==> src/rtl/stream_pkg.sv <==
// stream_pkg
//   Shared definitions for the word-to-beat packing datapath.
//   DEF_DATA_WIDTH / DEF_PACK_RATIO : default input word width and words per beat
//   KEEP_W                          : one keep bit per lane of a packed beat
//   beat_t                          : packed output beat {data, keep, last}
package stream_pkg;

    localparam int DEF_DATA_WIDTH = 32;
    localparam int DEF_PACK_RATIO = 4;
    localparam int KEEP_W         = DEF_PACK_RATIO;

    typedef struct packed {
        logic [DEF_DATA_WIDTH*DEF_PACK_RATIO-1:0] data;
        logic [KEEP_W-1:0]                        keep;
        logic                                     last;
    } beat_t;

endpackage

==> src/rtl/stream_word_packer.sv <==
// stream_word_packer
//   Pops DATA_WIDTH words from an upstream FIFO (valid/ready) and packs
//   PACK_RATIO consecutive words into one registered wide beat, lane 0 in the
//   LSBs. A last marker closes the beat early; unfilled lanes are zero and
//   their keep bits clear.
// Ports
//   i_clk, i_rst           : clock (rising edge), async active-high reset
//   i_valid_s, i_datain,
//   i_last_s, o_ready_s    : input word handshake, last qualified by valid
//   o_valid_m, o_dataout,
//   o_keep, o_last_m,
//   i_ready_m              : packed beat handshake toward the wide datapath
module stream_word_packer
    import stream_pkg::*;
#(
    parameter int DATA_WIDTH = DEF_DATA_WIDTH,
    parameter int PACK_RATIO = DEF_PACK_RATIO,
    parameter int CW         = $clog2(PACK_RATIO)
) (
    input  logic                           i_clk,
    input  logic                           i_rst,
    input  logic                           i_valid_s,
    input  logic [DATA_WIDTH-1:0]          i_datain,
    input  logic                           i_last_s,
    output logic                           o_ready_s,
    output logic                           o_valid_m,
    output logic [DATA_WIDTH*PACK_RATIO-1:0] o_dataout,
    output logic [PACK_RATIO-1:0]          o_keep,
    output logic                           o_last_m,
    input  logic                           i_ready_m
);

    logic [CW-1:0]                         cnt;
    logic [PACK_RATIO-1:0][DATA_WIDTH-1:0] acc;
    logic [PACK_RATIO-1:0][DATA_WIDTH-1:0] acc_nxt;
    logic [PACK_RATIO-1:0]                 keep_nxt;
    logic                                  in_xfer;
    logic                                  out_xfer;
    logic                                  beat_done;

    // Accept whenever the single output register is free or draining now.
    assign o_ready_s = !o_valid_m || i_ready_m;
    assign in_xfer   = i_valid_s && o_ready_s;
    assign out_xfer  = o_valid_m && i_ready_m;
    assign beat_done = in_xfer && (i_last_s || cnt == CW'(PACK_RATIO - 1));

    // Accumulator with the incoming word merged in. Lanes fill strictly in
    // order from lane 0, so the keep mask is every lane up to and including cnt.
    for (genvar j = 0; j < PACK_RATIO; j++) begin : g_lane
        assign acc_nxt[j]  = (in_xfer && cnt == CW'(j)) ? i_datain : acc[j];
        assign keep_nxt[j] = (CW'(j) <= cnt);
    end

    always_ff @(posedge i_clk or posedge i_rst) begin
        if (i_rst) begin
            cnt       <= '0;
            acc       <= '0;
            o_valid_m <= 1'b0;
            o_dataout <= '0;
            o_keep    <= '0;
            o_last_m  <= 1'b0;
        end else begin
            // Clearing on completion keeps unfilled lanes of the next beat zero.
            if (beat_done) begin
                cnt <= '0;
                acc <= '0;
            end else if (in_xfer) begin
                cnt <= cnt + 1'b1;
                acc <= acc_nxt;
            end

            // Completion wins over drain so a reload keeps valid high.
            if (beat_done) begin
                o_valid_m <= 1'b1;
                o_dataout <= acc_nxt;
                o_keep    <= keep_nxt;
                o_last_m  <= i_last_s;
            end else if (out_xfer) begin
                o_valid_m <= 1'b0;
            end
        end
    end

endmodule

==> config.mk <==
export PLATFORM = sky130hd
export DESIGN_NAME = stream_word_packer
export DESIGN_NICKNAME = d
export VERILOG_FILES = /design/src/rtl/stream_pkg.sv /design/src/rtl/stream_word_packer.sv
export SDC_FILE = /design/constraint.sdc
export NUM_CORES = 1
export LEC_CHECK = 0
export ABC_AREA = 1
export CAP_MARGIN = 20
export CORE_MARGIN = 1.5
export CORE_UTILIZATION = 59
export CTS_CLUSTER_SIZE = 8
export DETAILED_ROUTE_END_ITERATION = 7
export PLACE_DENSITY = 0.9
export RECOVER_POWER = 25
export SETUP_SLACK_MARGIN = 0.4
export SYNTH_ARGS = -nofsm -noshare
export SYNTH_HDL_FRONTEND = slang
export SYNTH_SLANG_ARGS = --single-unit
==> constraint.sdc <==
create_clock -name i_clk -period 25.7 [get_ports i_clk]
set_input_delay 3.855 -clock i_clk [delete_from_list [all_inputs] [get_ports i_clk]]
set_output_delay 3.855 -clock i_clk [all_outputs]
set_load 0.05 [all_outputs]
==> results.md, run 1 <==
- Core ar.: 19500 um^2
- Post-synth cell types: 16
- Resize count post-CTS: 0
- Clk buf depth: 3
- Vias in the first global route: 9345
- DRC errors left: 0
- Largest net degree at the start of global routing: 260
- Setup_tns: 0 ns
- Via density: approximately 5.5
- Worst Setup Start Kind: input port
- CTS sink cnt: 264
- I/O pin count: ~170
- Post-synth top area cell: dfrtp_1
- Num rows: 51
- Initial core utilization: 60.3%
- Final Setup Violations: 0
- Width of the die: 144 um
- Max Clock Skew: 0.0164 ns
- Commonest non-fill, non-tap cell in the layout: nand2_1
- Nets: roughly 1600
- Top post-synthesis cells by area: dfrtp_1 (56%), nand2_1 (17%), nand4_1 (6.8%)
- Power Density: 120 nW/um^2
- Area Growth Syn to Fin: 23.1%
- Critical path peak fanout: 63
- Pleak: 0.00780 uW
- Outcome: finished, violations left
- First-pass GRT wire length: 47.3 mm
- Total GRT Usage: 29.2%
- Htree depth: 2
- Num CTS Buffers: 38
- Synth top area share: 56.3%
- Worst vdd ir: 0.0665 mV
- Routed WL: 29.6 mm
- Final core utilization: roughly 74%
- Syn Std Cell Area: 11700 um^2
- Clk slew on worst S/H paths: 0.04 ns
- Final ANT Viol Nets: 0
- GRT overflow: 0
- HPWL Detailed: 17.8 mm
- Crit Path Class: in -> out
- Worst slew pin tran: around 5.6 ns
- RSZ-0062 raised after global routing: false
- Seq cells post-synth: ~260
- CP endpoint kind: output port
- Port Buffers: about 170
- Crit path time final: 10.74 ns
- Drt first pass iters: 6
- Gpl congestion: between 0.8 and 0.9
- Post-Synthesis Cells: 1455
- Initial antenna violation count: 0
- Tightest Hold Check Type: reg -> reg
- Syn avg cell area: 8.06 um^2
- Max Freq: about 93 MHz
- Layout cell share with drive strength beyond 1: 3.86%
- DR iter-0 viols: 1082
- Warnings from Yosys: 0
- CTS tree: built
- MaxCap Viol Count: 3
- Hold buffer count at CTS: 0
- Fillers: between 1000 and 1500
- Final Hold Fails: 0
- Post-route clock period utilization: 41.8%
- Slew Viols, Final: 267
- Synthesized Nets: between 1000 and 1500
- Failing checks: capacitance limit, slew limit
- Vias: ~10000
- Clk Latency, worst-skew pair: 0.50 ns
- Register area share after synthesis: 56.3%
- Relative slew slack: -272%
- WL/cell: between 15 and 20 um
- Die Area: roughly 21000 um^2
- Commonest cells after routing, fill and taps aside: nand2_1 (525), dfrtp_1 (264), inv_1 (164), nand3_1 (134), clkdlybuf4s50_1 (132)
- R2R setup slack: 19.20 ns
- Root Buffer: clkbuf_16
- Total setup buffers inserted after CTS: 0
- Crit path DAT: 6.88 ns
- Inserted Diodes: 0
- Required time worst endpoint: 21.84 ns
- Die Ht: approximately 140 um
==> per-stage QoR <==
step	setup WS [ns]	hold WS, ns	cells	power, uW	cell area (um^2)
finish	14.96	0.468	1847	1740	14400
global route	14.76	0.486	1847	1830	14400
global placement	16.09	0.456	1806	1280	13400
floorplan	14.58	0.518	1455	1080	11700
CTS	16.08	0.471	1847	1750	14500
detailed placement	16.07	0.459	1806	1300	13400
==> final timing paths <==
check,startpoint,end,depth (start not counted)
min in group asynchronous,i_rst,acc[40],2
worst max-delay path,i_ready_m,o_ready_s,4
worst min register to register,o_dataout[41],o_dataout[41],2
worst max register to register,o_valid_m,o_dataout[88],7
worst min-delay path,o_dataout[41],o_dataout[41],2
max in group asynchronous,i_rst,acc[27],3
==> metal layers <==
metal | share of wire, % | vias up | routed length, um | global-route usage (%)
met2 | 46 | 493 | 13600 | 43.3
met1 | 42 | 4862 | 12600 | 43.1
met4 | 3.0 | 0 | 883 | 9.77
li1 | - | 4793 | - | -
met3 | 8.6 | 78 | 2550 | 5.93
met5 | 0 | - | 0 | 0
==> flip-flops by register name (all words and copies together), names as in the netlist <==
signal	flops
acc	128
cnt	2
o_dataout	128
o_keep	4
o_last_m	1
o_valid_m	1
==> synth_stat cells <==
cell type,instances
buf_1,2
buf_2,69
buf_4,3
clkbuf_1,25
dfrtp_1,264
ha_1,4
inv_1,165
inv_2,2
nand2_1,524
nand2_4,1
nand3_1,134
nand4_1,128
nor2_1,128
nor2_4,2
o21ai_0,3
or2_2,1
==> final cells by class <==
cell class	instances	area, um^2	share of cell area [%]
multi-input combinational	925	4020	27.8
timing repair buffer	185	1820	12.6
inverter	167	631	4.37
sequential	264	6610	45.8
tap	265	332	2.30
clock buffer	41	1030	7.11
==> cell families (layout without fill, tap and decap cells) <==
kind of cell,after synthesis,in the layout,synth area share (%)
AND/OR/NAND/NOR,918,918,33.8
flip-flops,264,264,56.3
adder cells (fa/ha/maj),4,4,0.427
buffers and inverters,266,393,9.35
AO/OA/AOI/OAI,3,3,0.128
==> worst max-delay path: stages <==
cell and delay, ns:
dlygate4sd3_1 0.54, inv_2 0.03, nand2_1 1.39, clkdlybuf4s50_1 1.06
==> where the power goes <==
group          switching, uW  total (uW)  leakage [uW]  internal (uW)
logic                    484         687       0.00385            203
clock network            164         440      0.000505            277
registers               62.1         610       0.00344            548
total                    710        1740       0.00780           1030
(Power assumes the default switching activity.)
==> run 2: changes to the inputs <==
--- a/config.mk
+++ b/config.mk
@@ -8,10 +8,10 @@
 export ABC_AREA = 1
 export CAP_MARGIN = 20
 export CORE_MARGIN = 1.5
-export CORE_UTILIZATION = 59
+export CORE_UTILIZATION = 49
 export CTS_CLUSTER_SIZE = 8
 export DETAILED_ROUTE_END_ITERATION = 7
-export PLACE_DENSITY = 0.9
+export PLACE_DENSITY = 0.8
 export RECOVER_POWER = 25
 export SETUP_SLACK_MARGIN = 0.4
 export SYNTH_ARGS = -nofsm -noshare
==> constraint.sdc (replaced) <==
create_clock -name i_clk -period 8.7 [get_ports i_clk]
set_input_delay 1.305 -clock i_clk [delete_from_list [all_inputs] [get_ports i_clk]]
set_output_delay 1.305 -clock i_clk [all_outputs]
set_load 0.05 [all_outputs]
==> results.md, run 2 (synthesized netlist as in run 1, its figures left out) <==
- Outcome: finished, violations left
- Failing checks: capacitance limit, slew limit
- Crit path time final: 5.30 ns
- Vias in the first global route: 9398 (+0.57%)
- Required time worst endpoint: 9.14 ns (-12.70 ns)
- Worst Setup Start Kind: input port
- GRT overflow: 0 (unchanged)
- CTS tree: built
- Max Freq: 189 MHz
- HPWL Detailed: 18.2 mm (+1.9%)
- Port Buffers: 171 (unchanged)
- DR iter-0 viols: 999 (-7.7%)
- Dpl cell area: 13500 um^2 (+0.57%)
- Layout cell share with drive strength beyond 1: 3.92% (+0.063 points)
- Clk slew on worst S/H paths: 0.05 ns (about the same)
- Root Buffer: clkbuf_16
- Final Hold Fails: 0 (unchanged)
- Crit Path Class: in -> async
- Area Growth Syn to Fin: 23.9%
- Largest net degree at the start of global routing: 260 (unchanged)
- Die Ht: 158 um (+9.5%)
- Initial core utilization: 50.0% (-10 points)
- Total GRT Usage: 25.5% (-3.7 points)
- Final Setup Violations: 0 (unchanged)
- Total setup buffers inserted after CTS: 0 (unchanged)
- Clk Latency, worst-skew pair: 0.51 ns (about the same)
- Nets: 1622 (unchanged)
- Post-route clock period utilization: approximately 60%
- I/O pin count: 172 (unchanged)
- Num rows: 56 (+9.8%)
- Die Area: 24900 um^2 (+20%)
- Commonest non-fill, non-tap cell in the layout: nand2_1
- Final ANT Viol Nets: 0 (unchanged)
- Final Cell Area: 14500 um^2 (+0.62%)
- Critical path peak fanout: 194 (+210%)
- Max Clock Skew: 0.00884 ns (-0.00755 ns)
- Gpl congestion: 0.787 (-5.4%)
- MaxCap Viol Count: 1 (-2)
- Worst vdd ir: 0.152 mV (+130%)
- Biggest regs: acc (128), o_dataout (128), o_keep (4)
- Routed WL: 31.0 mm (+4.7%)
- Initial antenna violation count: 0 (unchanged)
- Core ar.: 23500 um^2 (+21%)
- Pleak: 0.00792 uW (+1.7%)
- Width of the die: 158 um (+9.5%)
- First-pass GRT wire length: 49.8 mm (+5.3%)
- Setup_tns: 0 ns (unchanged)
- CP endpoint kind: async pin
- CTS sink cnt: 264 (unchanged)
- DRC errors left: 0 (unchanged)
- Htree depth: 2 (unchanged)
- Slew Viols, Final: 71 (-73%)
- Commonest cells after routing, fill and taps aside: nand2_1 (524), dfrtp_1 (264), inv_1 (164), nand3_1 (134)
- Clk buf depth: 3 (unchanged)
- Via density: 5.32 (-4.0%)
- Hold buffer count at CTS: 0 (unchanged)
- Num CTS Buffers: 38 (unchanged)
- Inserted Diodes: 0 (unchanged)
- Worst slew pin tran: 4.01 ns (-1.54 ns)
- Drt first pass iters: 6 (unchanged)
- WHS: 0.468 ns (-0.000114 ns)
- RSZ-0062 raised after global routing: false
- Tightest Hold Check Type: reg -> reg
- WL/cell: 16.3 um (+1.8%)
- Crit path DAT: 5.73 ns (-1.15 ns)
- Vias: 10100 (-1.2%)
- Power Density: 353 nW/um^2 (+190%)
- Resize count post-CTS: 0 (unchanged)
- Relative slew slack: -167% (+110 points)
run 2: through the flow:
step / cells / util [%] / setup slack [ns] / total power (uW)
detailed placement: 1860 / 57.5 / 3.99 / 3870
finish: 1901 / 61.9 / 3.40 / 5120
global placement: 1860 / 57.5 / 4.05 / 3820
floorplan: 1455 / - / 3.91 / 3200
global route: 1901 / 61.9 / 2.77 / 5390
CTS: 1901 / 61.9 / 4.34 / 5210
run 2: layout make-up:
class	count	area (um^2)
clock buffers	41	1030
fillers	2023	8950
inverters	167	633
multi-input cells	925	4020
flip-flops and latches	264	6610
well taps	319	399
repair buffers	185	1840
run 2: path summary, 6_finish.rpt:
path                                 from             end  slack (ns)  cells past startpoint
min                        o_dataout[102]  o_dataout[102]        0.47                      2
max                                 i_rst  o_dataout[117]        3.40                      4
max reg2reg                     o_valid_m  o_dataout[111]        5.23                      7
min in group asynchronous           i_rst   o_dataout[40]        2.86                      3
max in group i_clk              i_ready_m  o_dataout[111]        4.33                      9
min reg2reg                o_dataout[102]  o_dataout[102]        0.47                      2
run 2: where the power goes:
part	internal (uW)	total, uW	switching (uW)
combinational	566	1990	1420
clock	818	1320	501
sequential	1620	1820	199
run 2: worst max-delay path, stage by stage:
cell           delay, ns
dlygate4sd3_1       0.57
clkinvlp_4          0.07
clkbuf_1            2.79
buf_12              0.65
run 2: routing by layer:
| metal | GRT usage (%) | wire, um |
|---|---|---|
| met1 | 38.0 | 13700 |
| met2 | 37.8 | 14200 |
| met3 | 4.57 | 2430 |
| met5 | 0 | 0 |
| met4 | 7.82 | 622 |
==> run 3: changes to the inputs <==
==> constraint.sdc (replaced) <==
create_clock -name i_clk -period 4.6 [get_ports i_clk]
set_input_delay 0.69 -clock i_clk [delete_from_list [all_inputs] [get_ports i_clk]]
set_output_delay 0.69 -clock i_clk [all_outputs]
set_load 0.05 [all_outputs]
==> results.md, run 3 (synthesized netlist as in run 1, its figures left out) <==
- Final core utilization: 62.0% (+0.096 points)
- Switch Pwr: 3990 uW (+88%)
- Relative slew slack: -51.2% (+120 points)
- DRC errors left: 0 (unchanged)
- Commonest cells after routing, fill and taps aside: nand2_1 (524), dfrtp_1 (264), clkdlybuf4s50_1 (169), inv_1 (164), nand3_1 (134)
- Final Setup Violations: 0 (unchanged)
- WHS: 0.470 ns (+0.00134 ns)
- Commonest non-fill, non-tap cell in the layout: nand2_1
- Crit path DAT: 3.37 ns (-2.36 ns)
- P_int: 5780 uW (+93%)
- Final ANT Viol Nets: 0 (unchanged)
- Max Freq: 309 MHz
- Setup_tns: 0 ns (unchanged)
- Via density: 5.29 (-0.54%)
- Htree depth: 2 (unchanged)
- Crit Path Class: in -> async
- Tightest Hold Check Type: reg -> reg
- CTS sink cnt: 264 (unchanged)
- Nets: 1626 (+0.25%)
- FF+latch area: 6610 um^2 (unchanged)
- Num CTS Buffers: 38 (unchanged)
- Hold buffer count at CTS: 0 (unchanged)
- Root Buffer: clkbuf_16
- Layout cell share with drive strength beyond 1: 4.16% (+0.24 points)
- Num rows: 56 (unchanged)
- Sequential share of power: 35.2% (-0.2 points)
- HPWL Detailed: 18.9 mm (+4.3%)
- Gpl congestion: 0.792 (+0.64%)
- WL/cell: 15.9 um (-2.2%)
- Pleak: 0.00775 uW (-2.2%)
- Die Ht: 158 um (unchanged)
- Biggest regs: acc (128), o_dataout (128), o_keep (4)
- Drt first pass iters: 5 (-1)
- MaxCap Viol Count: 3 (+2)
- Switching share of power: 40.8% (-0.61 points)
- Clk slew on worst S/H paths: 0.05 ns (about the same)
- Worst Setup Start Kind: input port
- Initial core utilization: 50.0% (unchanged)
- Crit path time final: 3.24 ns
- Final Hold Fails: 0 (unchanged)
- Die Area: 24900 um^2 (unchanged)
- RSZ-0062 raised after global routing: false
- Inserted Diodes: 0 (unchanged)
- CTS tree: built
- I/O pin count: 172 (unchanged)
- Vias in the first global route: 9576 (+1.9%)
- Port Buffers: 171 (unchanged)
- Worst slew pin tran: 2.27 ns (-1.74 ns)
- Total setup buffers inserted after CTS: 0 (unchanged)
- Resize count post-CTS: 0 (unchanged)
- Initial antenna violation count: 0 (unchanged)
- Clk Latency, worst-skew pair: 0.50 ns (about the same)
- Fillers: 1928 (-4.7%)
- Total GRT Usage: 25.1% (-0.39 points)
- Width of the die: 158 um (unchanged)
- Core ar.: 23500 um^2 (unchanged)
- Largest net degree at the start of global routing: 260 (unchanged)
- Area of the multi-input gates: 4020 um^2 (unchanged)
- Worst vdd ir: 0.412 mV (+170%)
- Routed WL: 30.4 mm (-2.0%)
- Combinational cell fraction of total power: 39.6% (+0.8 points)
- Clk buf depth: 3 (unchanged)
- First-pass GRT wire length: 49.3 mm (-1.0%)
- Vias: 10100 (-0.33%)
- Required time worst endpoint: 4.73 ns (-4.41 ns)
- Failing checks: capacitance limit, slew limit
- Max Clock Skew: 0.0127 ns (+0.00382 ns)
- Area Growth Syn to Fin: 24.1%
- Power Density: 672 nW/um^2 (+90%)
- Critical path peak fanout: 92 (-53%)
- DR iter-0 viols: 975 (-2.4%)
- GRT overflow: 0 (unchanged)
- Outcome: finished, violations left
- CP endpoint kind: async pin
- Slew Viols, Final: 203 (+190%)
- Post-route clock period utilization: approximately 70%
- Clock power share: 25.3% (-0.4 points)
[run 3: path summary, 6_finish.rpt]
| check | cells past startpoint | endpoint | start | slack [ns] |
|---|---|---|---|---|
| max in group i_clk | 4 | o_ready_s | i_ready_m | 1.45 |
| worst min register to register | 2 | o_keep[3] | o_keep[3] | 0.47 |
| worst max register to register | 8 | o_dataout[44] | cnt[1] | 1.93 |
| min in group asynchronous | 2 | o_dataout[7] | i_rst | 0.68 |
| worst min-delay path | 2 | o_keep[3] | o_keep[3] | 0.47 |
| worst max-delay path | 3 | acc[124] | i_rst | 1.36 |
[run 3: cell type report]
class / instances / area share (%)
Sequential cell: 264 / 45.4
Multi-Input combinational cell: 925 / 27.7
Timing Repair Buffer: 189 / 12.8
Clock buffer: 41 / 7.05
Inverter: 167 / 4.34
Tap cell: 319 / 2.74
[run 3: critical path: stages]
cell and delay [ns]:
dlygate4sd3_1 0.55, clkinvlp_2 0.37, clkbuf_2 1.67
[run 3: metal layers]
layer | global-route usage (%) | part of all wire [%] | vias up
met5 | 0 | 0 | -
met4 | 9.07 | 2.5 | 0
met3 | 4.19 | 6.6 | 61
met2 | 37.6 | 46 | 386
met1 | 36.8 | 45 | 4826
li1 | - | - | 4802
[run 3: power by group through the flow]
stage	Clock, uW	Combinational [uW]	Sequential [uW]
2_1_floorplan	0	1250	4800
3_3_place_gp	0	3760	3450
3_5_place_dp	0	3860	3460
4_1_cts	2510	3890	3430
5_1_grt	2600	4190	3500
6_report	2470	3870	3440
[run 3: through the flow]
| stage | instances | power (uW) | cell area, um^2 | setup WS [ns] |
|---|---|---|---|---|
| global placement | 1863 | 7220 | 13500 | 1.41 |
| detailed placement | 1864 | 7310 | 13600 | 1.35 |
| CTS | 1905 | 9830 | 14600 | 1.47 |
| global route | 1905 | 10300 | 14500 | 0.824 |
| floorplan | 1455 | 6050 | 11700 | 0.426 |
| finish | 1905 | 9770 | 14500 | 1.36 |
